## src/rtl/dmem_arbiter.sv

```systemverilog
// dmem_arbiter
//   Shares the single-port data memory between the CPU load/store path and a
//   debug/loader port. Each access is captured into registers on arbitration,
//   issued to memory for one cycle, optionally waits MEM_LAT cycles for read
//   data, and returns that data one cycle after capture.
//
// Ports
//   clk, reset                         clock, async active-low reset
//   cpu_req/we/addr/wdata              CPU request (held until done)
//   cpu_gnt/rvalid/rdata, cpu_stall    CPU response, stall for pc freeze
//   dbg_req/we/addr/wdata              debug request
//   dbg_gnt/rvalid/rdata               debug response
//   mem_read/write/addr/wdata, mem_rdata   data memory interface
module dmem_arbiter #(
    parameter int ADDR_W  = 32,
    parameter int DATA_W  = 32,
    parameter int MEM_LAT = 0
) (
    input  logic              clk,
    input  logic              reset,
    input  logic              cpu_req,
    input  logic              cpu_we,
    input  logic [ADDR_W-1:0] cpu_addr,
    input  logic [DATA_W-1:0] cpu_wdata,
    output logic              cpu_gnt,
    output logic              cpu_rvalid,
    output logic [DATA_W-1:0] cpu_rdata,
    output logic              cpu_stall,
    input  logic              dbg_req,
    input  logic              dbg_we,
    input  logic [ADDR_W-1:0] dbg_addr,
    input  logic [DATA_W-1:0] dbg_wdata,
    output logic              dbg_gnt,
    output logic              dbg_rvalid,
    output logic [DATA_W-1:0] dbg_rdata,
    output logic              mem_read,
    output logic              mem_write,
    output logic [ADDR_W-1:0] mem_addr,
    output logic [DATA_W-1:0] mem_wdata,
    input  logic [DATA_W-1:0] mem_rdata
);

    typedef enum logic [1:0] {IDLE, ISSUE, WAIT} state_t;

    localparam int   CNT_W   = (MEM_LAT < 2) ? 1 : $clog2(MEM_LAT + 1);
    localparam logic OWN_CPU = 1'b0;
    localparam logic OWN_DBG = 1'b1;

    state_t            state, next_state;
    logic              we_q;
    logic [ADDR_W-1:0] addr_q;
    logic [DATA_W-1:0] wdata_q;
    logic              owner_q;
    logic              last_owner;
    logic [CNT_W-1:0]  cnt;
    logic              cpu_rvalid_q, dbg_rvalid_q;
    logic [DATA_W-1:0] cpu_rdata_q, dbg_rdata_q;

    logic latch, win_dbg, capture, cnt_load, cnt_dec;
    logic in_issue, in_wait, cpu_done;

    // Debug wins when it is alone, or on a tie when the CPU went last.
    assign win_dbg = dbg_req & (~cpu_req | (last_owner == OWN_CPU));

    always_ff @(posedge clk or negedge reset) begin
        if (!reset) state <= IDLE;
        else        state <= next_state;
    end

    always_comb begin
        next_state = state;
        latch      = 1'b0;
        capture    = 1'b0;
        cnt_load   = 1'b0;
        cnt_dec    = 1'b0;
        case (state)
            IDLE: begin
                if (cpu_req || dbg_req) begin
                    latch      = 1'b1;
                    next_state = ISSUE;
                end
            end
            ISSUE: begin
                if (we_q) begin
                    next_state = IDLE;
                end else if (MEM_LAT == 0) begin
                    capture    = 1'b1;
                    next_state = IDLE;
                end else begin
                    cnt_load   = 1'b1;
                    next_state = WAIT;
                end
            end
            WAIT: begin
                // Counter starts at MEM_LAT, so the capture lands MEM_LAT
                // cycles after the ISSUE cycle.
                if (cnt == CNT_W'(1)) begin
                    capture    = 1'b1;
                    next_state = IDLE;
                end else begin
                    cnt_dec = 1'b1;
                end
            end
            default: next_state = IDLE;
        endcase
    end

    always_ff @(posedge clk or negedge reset) begin
        if (!reset) begin
            we_q         <= 1'b0;
            addr_q       <= '0;
            wdata_q      <= '0;
            owner_q      <= OWN_CPU;
            last_owner   <= OWN_DBG;
            cnt          <= '0;
            cpu_rvalid_q <= 1'b0;
            dbg_rvalid_q <= 1'b0;
            cpu_rdata_q  <= '0;
            dbg_rdata_q  <= '0;
        end else begin
            if (latch) begin
                we_q    <= win_dbg ? dbg_we    : cpu_we;
                addr_q  <= win_dbg ? dbg_addr  : cpu_addr;
                wdata_q <= win_dbg ? dbg_wdata : cpu_wdata;
                owner_q <= win_dbg;
            end
            if (in_issue) last_owner <= owner_q;
            if (cnt_load)     cnt <= CNT_W'(MEM_LAT);
            else if (cnt_dec) cnt <= cnt - CNT_W'(1);
            cpu_rvalid_q <= capture & (owner_q == OWN_CPU);
            dbg_rvalid_q <= capture & (owner_q == OWN_DBG);
            if (capture && owner_q == OWN_CPU) cpu_rdata_q <= mem_rdata;
            if (capture && owner_q == OWN_DBG) dbg_rdata_q <= mem_rdata;
        end
    end

    assign in_issue  = (state == ISSUE);
    assign in_wait   = (state == WAIT);

    assign mem_write = in_issue & we_q;
    assign mem_read  = (in_issue & ~we_q) | in_wait;
    assign mem_addr  = (state != IDLE) ? addr_q  : '0;
    assign mem_wdata = (state != IDLE) ? wdata_q : '0;

    assign cpu_gnt    = in_issue & (owner_q == OWN_CPU);
    assign dbg_gnt    = in_issue & (owner_q == OWN_DBG);
    assign cpu_rvalid = cpu_rvalid_q;
    assign dbg_rvalid = dbg_rvalid_q;
    assign cpu_rdata  = cpu_rdata_q;
    assign dbg_rdata  = dbg_rdata_q;

    // Stall is gated by reset so every output reads 0 while reset is held,
    // even with cpu_req asserted. No mem_rdata term on this path.
    assign cpu_done  = cpu_rvalid_q | (cpu_gnt & we_q);
    assign cpu_stall = reset & cpu_req & ~cpu_done;

endmodule

```

## config.mk

```make
export PLATFORM = sky130hd
export DESIGN_NAME = dmem_arbiter
export DESIGN_NICKNAME = d
export VERILOG_FILES = /design/src/rtl/dmem_arbiter.sv
export SDC_FILE = /design/constraint.sdc
export NUM_CORES = 1
export LEC_CHECK = 0
export CAP_MARGIN = 10
export CORE_MARGIN = 2
export CORE_UTILIZATION = 44
export CTS_CLUSTER_DIAMETER = 120
export DETAILED_ROUTE_END_ITERATION = 10
export PLACE_DENSITY = 0.9
export SLEW_MARGIN = 20
export SYNTH_ARGS = -nofsm -noshare
export SYNTH_HDL_FRONTEND = slang
export SYNTH_SLANG_ARGS = --single-unit
```

## constraint.sdc

```tcl
create_clock -name clk -period 2.75 [get_ports clk]
set_input_delay 0.275 -clock clk [delete_from_list [all_inputs] [get_ports clk]]
set_output_delay 0.275 -clock clk [all_outputs]
set_load 0.1 [all_outputs]
```

Word level (Yosys, flattened, before mapping) --
Index checks and enable logic that the tools add are counted.
Operators by class: add/sub/neg operators 1, equality and inequality tests 4, mux-type cells 15, bitwise operators 18, reductions and logical operators 6
Operators by type and width (count):
- two-way mux 32 bit | 4
- AND 1 bit | 10
- two-way mux 1 bit | 7
- NOT 1 bit | 5
- two-way mux 2 bit | 2
- != test 2 bit, second input constant | 2
- one-hot mux 2 bit (2 select lines) | 1
- bitwise OR 1 bit | 3
- equality test 2 x 1 -> 1 bit, second input constant | 1
- equality test 2 bit, second input constant | 1
- logical AND 1 bit | 2
- zero test 2 bit | 1
- one-hot mux 1 bit (2 select lines) | 1
- AND reduction 2 bit | 1
- nonzero test 2 bit | 1
- logical OR 1 bit | 1
- subtractor 1 bit, second input constant | 1
Storage, ports and cells: bits in registers 136, input bits 166, output and inout port bits 135, logic and storage cells 55

Longest topological paths before layout --
Gate-level depths: netlist of the first run.
word-level depth 6, gate-level depth with buffers 6, mapped depth without buffers 3

Least setup slack after synthesis of the first run --
No wires, ideal clock.
path type reg2out, start register cpu_rvalid_q, in the netlist cpu_rvalid, end output cpu_stall, arrival time 3092 ps, data required time 2475 ps, setup slack -617 ps, stages on the path, launching flop included 2, path buffers 0, cells stage by stage dfrtp_1 > a211oi_1
Between the ends: word-level cells in the longest chain between the ends 3
Ends and longest elaborated chain:
- start, declared | line 56 | logic cpu_rvalid_q, dbg_rvalid_q;
- start signal, assigned | line 130 | cpu_rvalid_q <= capture & (owner_q == OWN_CPU);
- bitwise OR 1 bit | line 154 | assign cpu_done = cpu_rvalid_q | (cpu_gnt & we_q);
- NOT 1 bit | line 155 | assign cpu_stall = reset & cpu_req & ~cpu_done;
- AND 1 bit | line 155
- end, declared | line 28 | output logic cpu_stall,
No other way between the ends.

Worst setup path in the final report of the first run --
start register state[0], end output mem_wdata[10]
Between the ends: word-level cells in the longest chain between the ends 2
Ends and longest elaborated chain:
- start, declared | line 49 | state_t state, next_state;
- start signal, assigned | line 67 | else state <= next_state;
- nonzero test 2 bit | line 143 | assign mem_wdata = (state != IDLE) ? wdata_q : '0;
- two-way mux 32 bit | line 143
- end, declared | line 39 | output logic [DATA_W-1:0] mem_wdata,
No other way between the ends.

==> qor_table.md, run 1 <==
| Group | Result | Value |
|:---|:---|:---|
| drt | Routed WL per cell | 16.7 um |
| clock tree | CTS tree | built |
| sta | Peak Freq | 444 MHz |
| cells and area | Non-filler cells, final | 1060 |
| logic synthesis | Synth Register Bits | 134 |
| cells and area | Util after Layout | 69.0% |
| logic synthesis | Number of synthesis warnings | 0 |
| sta | Final clock period utilization by the worst path | 81.8% |
| cells and area | Share of layout cells above drive strength 1 | 28.4% |
| critical path | Start-to-end type of the worst setup path | reg2out |
| clock tree | Clk root buf | sky130_fd_sc_hd__clkbuf_16 |
| drt | Highest routing layer actually used | met4 |
| drt | Remaining design rule violation count | 0 |
| logic synthesis | Leading area contributor after synthesis | sky130_fd_sc_hd__dfrtp_1 |
| global route | Pin count of the biggest net entering global routing | 135 |
| sta | Setup repair after global routing missed its margin | false |
| run status | Result of the run | complete, no violations |
| cells and area | Antenna cell count | 0 |
| critical path | R2R Path Start | state[0]$_DFFE_PN0P_ |
| logic synthesis | Cell types occupying the most area after synthesis | sky130_fd_sc_hd__dfrtp_1 (54%), sky130_fd_sc_hd__nand2_1 (8.0%), sky130_fd_sc_hd__mux2_4 (7.1%) |
| critical path | Internal reg-to-reg setup slack | 0.87 ns |
| clock tree | Setup Fix Bufs, Post-CTS | 0 |
| drt | Post-route ant nets | 0 |
| critical path | Critical register-to-register path endpoint | dbg_rdata[23]$_DFFE_PN0P_ |
| global route | Initial antenna violation count | 0 |
| pwr | Leakage power of the design | 4.34 nW |
| sta | Setup TNS | 0 ns |
| die | Effective utilization at floorplan | 44.5% |
| drt | Vias after detailed routing | 5308 |
| clock tree | Post-cts sizing count | 0 |
| die | Number of standard-cell rows in the floorplan | 43 |
| sta | Layout Skew | 0.00654 ns |
| logic synthesis | Post-Syn Instances | 583 |
| sta | Hold Violations, Final | 0 |
| drt | Violation count after the first detailed-routing iteration | 291 |
| critical path | Crit end category | primary output |
| sta | Transition time at the pin with the least slew margin | 0.692 ns |
| job | Maximum capacitance violations | 0 |
| global route | Via count of the first global-routing pass | 5391 |
| placed design | Gp weighted congestion | 0.814 |
| die | Ports | 301 |
| logic synthesis | Sequential share of the synthesized area | 54.9% |
| placed design | Number of placed instances with taps included | 1028 |
| logic synthesis | Total nets after synthesis | 749 |
| critical path | Reg2reg path depth | 4 |
| die | Area of the placeable core | 13700 sq um |
| placed design | Dpl hpwl | 12500 um |
| hold path | Worst hold path type | in2async |
| drt | DRT Pass-1 Iters | 6 |
| clock tree | Hold-fix buffers, CTS | 0 |
| logic synthesis | Netlist area before placement | 6110 sq um |
| critical path | Worst-path maximum fanout | 56 |
| sta | Slew Viols, Final | 0 |
| die | Die area | 14800 sq um |
| logic synthesis | Share of the synthesized area in the top cell type | 54.5% |
| drt | Routed length on met2 | 8870 um |
| clock tree | Number of buffers added by the clock tree synthesis step | 17 |
| global route | Overall Global Routing Usage | 24.2% |
| clock tree | Max Buffers Root-to-Sink | 2 |
| cells and area | Most common library cell in the layout ignoring fill and taps | sky130_fd_sc_hd__clkdlybuf4s50_1 |
| pwr | Pwr dens | 1360 nW/um^2 |
| global route | Overflow left after global routing | 0 |
| clock tree | TritonCTS sink count | 134 |
| critical path | Data arrival time of the critical path | 1.98 ns |
| die | Vertical die dimension | 122 um |
| pwr | Highest ir drop seen on vdd | 0.000539 V |
| sta | Number of setup violations in the final report | 0 |
| drt | Via density per instance | 5.01 |
| logic synthesis | Mean cell area of the mapped netlist | 10.5 sq um |
| cells and area | Net count, final | 1033 |
| logic synthesis | Unique masters post-synth | 25 |
| clock tree | Clock-pin slew on the worst setup and hold paths | 0.06 ns |
| sta | Worst hold-check slack | 0.0133 ns |
| clock tree | CTS H-tree depth | 4 |
| sta | Worst relative slew slack | 53.9% |
| drt | Wirelength, routed | 17700 um |
| cells and area | Area growth, synth to finish | 54.9% |
| cells and area | Commonest cells after routing, fill and taps aside | sky130_fd_sc_hd__clkdlybuf4s50_1 (164), sky130_fd_sc_hd__buf_4 (137), sky130_fd_sc_hd__dfrtp_1 (132) |
| sta | Final critical delay including setup and external delays | 2.25 ns |
| critical path | Crit path launch type | flop |
| die | Die W | 122 um |
| drt | Wire length on met3 | 1660 um |
| critical path | Required arrival time at the worst endpoint | 2.48 ns |
| drt | Met1 routed wirelength after detailed routing | 6590 um |
| global route | Global-route wire length before repair | 27400 um |
| clock tree | Worst-skew pair later-pin latency | 0.41 ns |
| placed design | Port bufs | 300 |
[state kept, by name (all words and copies together) (netlist names), 32 cells and up]
signal and flops:
dbg_rdata 32, cpu_rdata 32, addr_q 32, wdata_q 32
[power by group]
part	internal (mW)	switching, mW	total (mW)
clock	1.19	0.960	2.15
sequential	2.68	0.416	3.10
combinational	1.81	5.80	7.61
[cell type report]
cell class                      instances  area, sq um
Inverter                                4         15.0
Clock buffer                           17          425
Fill cell                            1041         4260
Tap cell                              180          225
Timing Repair Buffer                  309         2820
Clock inverter                         15          134
Sequential cell                       134         3360
Multi-Input combinational cell        401         2490
[synth_stat cells]
master,count
sky130_fd_sc_hd__inv_1,4
sky130_fd_sc_hd__nor2_1,65
sky130_fd_sc_hd__buf_12,3
sky130_fd_sc_hd__o21ai_0,1
sky130_fd_sc_hd__dfstp_2,1
sky130_fd_sc_hd__nor2b_1,1
sky130_fd_sc_hd__o21ba_2,1
sky130_fd_sc_hd__or2_1,1
sky130_fd_sc_hd__and2b_1,1
sky130_fd_sc_hd__a211oi_1,1
sky130_fd_sc_hd__nand2_2,1
sky130_fd_sc_hd__clkbuf_1,19
sky130_fd_sc_hd__buf_2,15
sky130_fd_sc_hd__buf_6,4
sky130_fd_sc_hd__mux2_4,29
sky130_fd_sc_hd__a31oi_1,65
sky130_fd_sc_hd__nor2b_4,1
sky130_fd_sc_hd__nand2_1,131
sky130_fd_sc_hd__o22ai_1,1
sky130_fd_sc_hd__buf_4,3
sky130_fd_sc_hd__dfrtp_1,133
sky130_fd_sc_hd__and2_1,65
sky130_fd_sc_hd__mux2_2,35
sky130_fd_sc_hd__a21bo_2,1
sky130_fd_sc_hd__a21boi_0,1
[cell families after synthesis]
| logic type | after synthesis | synth area share (%) |
|---|---|---|
| AND/OR/NAND/NOR | 266 | 19.4 |
| multiplexers | 64 | 13.6 |
| AO/OA/AOI/OAI | 71 | 7.42 |
| flip-flops | 134 | 54.9 |
| buffers and inverters | 48 | 4.73 |
[how the worst max path moves through the flow]
stage,from,endpoint
floorplan,cpu_rvalid$_DFF_PN0_,cpu_stall
global placement,cpu_req,wdata_q[12]$_DFFE_PN0P_
detailed placement,cpu_req,addr_q[22]$_DFFE_PN0P_
CTS,state[0]$_DFFE_PN0P_,mem_wdata[10]
global route,state[0]$_DFFE_PN0P_,mem_wdata[10]
finish,state[0]$_DFFE_PN0P_,mem_wdata[10]
[layer usage]
| metal | vias to the layer above | track usage, % |
|---|---|---|
| li1 | 2511 | - |
| met1 | 2520 | 26.6 |
| met2 | 241 | 41.7 |
| met3 | 36 | 8.52 |
| met4 | 0 | 11.5 |
| met5 | - | 0 |
[worst max-delay path: stages (launching register included)]
cell and delay, ns:
sky130_fd_sc_hd__dfrtp_2 0.53, sky130_fd_sc_hd__buf_4 0.45, sky130_fd_sc_hd__and2_1 0.24, sky130_fd_sc_hd__buf_4 0.30
[per-stage QoR]
stage               instance area (sq um)  power (mW)  setup slack [ns]
floorplan                            6110        9.01             0.351
global placement                     8900        10.6             0.808
detailed placement                   8900        10.8             0.764
CTS                                  9460        12.9             0.442
global route                         9460        13.3             0.373
finish                               9460        12.9             0.499
(Power assumes the default switching activity.)
==> inputs of run 2 (changes only) <==
Settings changed: CORE_UTILIZATION 44 to 41, PLACE_DENSITY 0.9 to 0.85.
Clock period 2.75 ns to 2.4 ns, I/O delays scaled along.
==> qor_table.md, run 2 (synthesized netlist as in run 1, its figures left out) <==
| Group | Result | Value | Change |
|:---|:---|:---|:---|
| job | Maximum capacitance violations | 0 | unchanged |
| die | Ports | 301 | unchanged |
| clock tree | Post-cts sizing count | 0 | unchanged |
| global route | Overall Global Routing Usage | 23.3% | was 24.2% |
| clock tree | CTS H-tree depth | 4 | unchanged |
| placed design | Dpl hpwl | 12800 um | was 12500 um |
| critical path | Data arrival time of the critical path | 1.80 ns | was 1.98 ns |
| clock tree | Worst-skew pair later-pin latency | 0.41 ns | about the same |
| drt | Routed WL per cell | 16.8 um | was 16.7 um |
| clock tree | Number of buffers added by the clock tree synthesis step | 17 | unchanged |
| die | Number of standard-cell rows in the floorplan | 44 | was 43 |
| critical path | Crit end category | primary output | unchanged |
| sta | Setup repair after global routing missed its margin | false | unchanged |
| clock tree | CTS tree | built | unchanged |
| cells and area | Most common library cell in the layout ignoring fill and taps | sky130_fd_sc_hd__clkdlybuf4s50_1 | unchanged |
| cells and area | Commonest cells after routing, fill and taps aside | sky130_fd_sc_hd__clkdlybuf4s50_1 (164), sky130_fd_sc_hd__dfrtp_1 (132), sky130_fd_sc_hd__nand2_1 (131) | was sky130_fd_sc_hd__clkdlybuf4s50_1 (164), sky130_fd_sc_hd__buf_4 (137), sky130_fd_sc_hd__dfrtp_1 (132) |
| sta | Slew Viols, Final | 0 | unchanged |
| drt | Post-route ant nets | 0 | unchanged |
| sta | Worst relative slew slack | 25.7% | was 53.9% |
| drt | Via density per instance | 4.93 | was 5.01 |
| drt | Vias after detailed routing | 5254 | was 5308 |
| critical path | Required arrival time at the worst endpoint | 2.16 ns | was 2.48 ns |
| global route | Overflow left after global routing | 0 | unchanged |
| sta | Layout Skew | 0.00893 ns | was 0.00654 ns |
| placed design | Post-place setup slack | 0.453 ns | was 0.764 ns |
| drt | DRT Pass-1 Iters | 4 | was 6 |
| cells and area | Antenna cell count | 0 | unchanged |
| pwr | Highest ir drop seen on vdd | 0.000925 V | was 0.000539 V |
| clock tree | TritonCTS sink count | 134 | unchanged |
| die | Die W | 126 um | was 122 um |
| pwr | Leakage power of the design | 4.62 nW | was 4.34 nW |
| placed design | Gp weighted congestion | 0.798 | was 0.814 |
| die | Vertical die dimension | 126 um | was 122 um |
| cells and area | Util after Layout | 71.4% | was 69.0% |
| die | Area of the placeable core | 14500 sq um | was 13700 sq um |
| global route | Global-route wire length before repair | 29100 um | was 27400 um |
| die | Die area | 15900 sq um | was 14800 sq um |
| clock tree | Max Buffers Root-to-Sink | 2 | unchanged |
| critical path | Worst-path maximum fanout | 66 | was 56 |
| hold path | Worst hold path type | in2reg | was in2async |
| sta | Final critical delay including setup and external delays | 2.04 ns |  |
| sta | Setup TNS | 0 ns | unchanged |
| clock tree | Clock-pin slew on the worst setup and hold paths | 0.06 ns | about the same |
| run status | Result of the run | complete, no violations | unchanged |
| global route | Pin count of the biggest net entering global routing | 135 | unchanged |
| sta | Final critical-path setup slack | 0.363 ns | was 0.499 ns |
| pwr | Pwr dens | 1500 nW/um^2 | was 1360 nW/um^2 |
| die | Effective utilization at floorplan | 42.0% | was 44.5% |
| drt | Violation count after the first detailed-routing iteration | 307 | was 291 |
| critical path | Start-to-end type of the worst setup path | reg2out | unchanged |
| sta | Number of setup violations in the final report | 0 | unchanged |
| global route | Via count of the first global-routing pass | 5445 | was 5391 |
| sta | Transition time at the pin with the least slew margin | 1.11 ns | was 0.692 ns |
| critical path | Crit path launch type | flop | unchanged |
| cells and area | Share of layout cells above drive strength 1 | 28.5% | was 28.4% |
| drt | Wirelength, routed | 17900 um | was 17700 um |
| sta | Final clock period utilization by the worst path | 84.9% |  |
| sta | Peak Freq | 491 MHz |  |
| cells and area | Net count, final | 1035 | was 1033 |
| cells and area | Area growth, synth to finish | 69.8% | was 54.9% |
| global route | Initial antenna violation count | 0 | unchanged |
| clock tree | Clk root buf | sky130_fd_sc_hd__clkbuf_16 | unchanged |
| drt | Remaining design rule violation count | 0 | unchanged |
| sta | Hold Violations, Final | 0 | unchanged |
| placed design | Port bufs | 300 | unchanged |
==> run 2: changes by cell type in the layout (fill, tap and decap cells not counted) <==
| cell | previous run | this run |
|---|---|---|
| sky130_fd_sc_hd__dlygate4sd3_1 | 0 | 1 |
| sky130_fd_sc_hd__inv_6 | 7 | 4 |
| sky130_fd_sc_hd__clkinv_2 | 0 | 1 |
| sky130_fd_sc_hd__buf_4 | 137 | 72 |
| sky130_fd_sc_hd__clkinv_4 | 1 | 3 |
| sky130_fd_sc_hd__buf_12 | 7 | 73 |
| sky130_fd_sc_hd__inv_8 | 3 | 2 |
| sky130_fd_sc_hd__clkinvlp_4 | 4 | 2 |
| sky130_fd_sc_hd__bufinv_16 | 0 | 3 |
==> run 2: layout make-up <==
type / instances / area [sq um]
Clock buffer: 17 / 425
Clock inverter: 15 / 194
Fill cell: 1009 / 4160
Inverter: 4 / 15.0
Multi-Input combinational cell: 401 / 2490
Sequential cell: 134 / 3360
Tap cell: 184 / 230
Timing Repair Buffer: 311 / 3660
==> run 2: final timing paths <==
| check | start | endpoint | slack [ns] | depth (start not counted) |
|---|---|---|---|---|
| worst min-delay path | dbg_addr[29] | addr_q[29]$_DFFE_PN0P_ | 0.38 | 3 |
| worst max-delay path | state[0]$_DFFE_PN0P_ | mem_read | 0.36 | 3 |
| worst min register to register | cpu_rdata[5]$_DFFE_PN0P_ | cpu_rdata[5]$_DFFE_PN0P_ | 0.51 | 1 |
| min in group asynchronous | reset | addr_q[26]$_DFFE_PN0P_ | 0.51 | 3 |
| worst max register to register | owner_q$_DFFE_PN0P_ | dbg_rdata[0]$_DFFE_PN0P_ | 0.46 | 3 |
| max in group asynchronous | reset | state[0]$_DFFE_PN0P_ | 1.32 | 3 |
==> run 2: per-layer routing <==
layer	vias to the layer above	part of all wire [%]	global-route usage (%)
li1	2510	-	-
met1	2471	39	27.3
met2	257	51	40.3
met3	16	9.6	8.28
met4	0	1.3	6.85
met5	-	0	0
==> run 2: where the power goes <==
| group | internal, mW | total, mW | switching [mW] |
|---|---|---|---|
| registers | 3.07 | 3.54 | 0.469 |
| logic | 2.55 | 9.30 | 6.76 |
| clock network | 1.66 | 2.74 | 1.07 |
==> run 2: stage by stage <==
stage | instance area, sq um | std cells | hold slack (ns) | power, mW
final | 10400 | 1066 | 0.381 | 15.6
after global routing | 10400 | 1066 | 0.378 | 16.1
after CTS | 10400 | 1066 | 0.363 | 15.7
after detailed placement | 9740 | 1033 | 0.428 | 12.9
after global placement | 9740 | 1033 | 0.433 | 12.8
after floorplan | 6110 | 583 | -0.0556 | 10.3
==> run 2: timing repair <==
action / in CTS / in global routing
hold buffers: 1 / 0
hold endpoints to repair: 80 / 0
setup buffers: 0 / 0
==> run 2: worst max-delay path, cell delays in order (launching register included) <==
cell and delay, ns:
sky130_fd_sc_hd__dfrtp_2 0.41, sky130_fd_sc_hd__buf_4 0.48, sky130_fd_sc_hd__nor2b_1 0.29, sky130_fd_sc_hd__buf_12 0.21
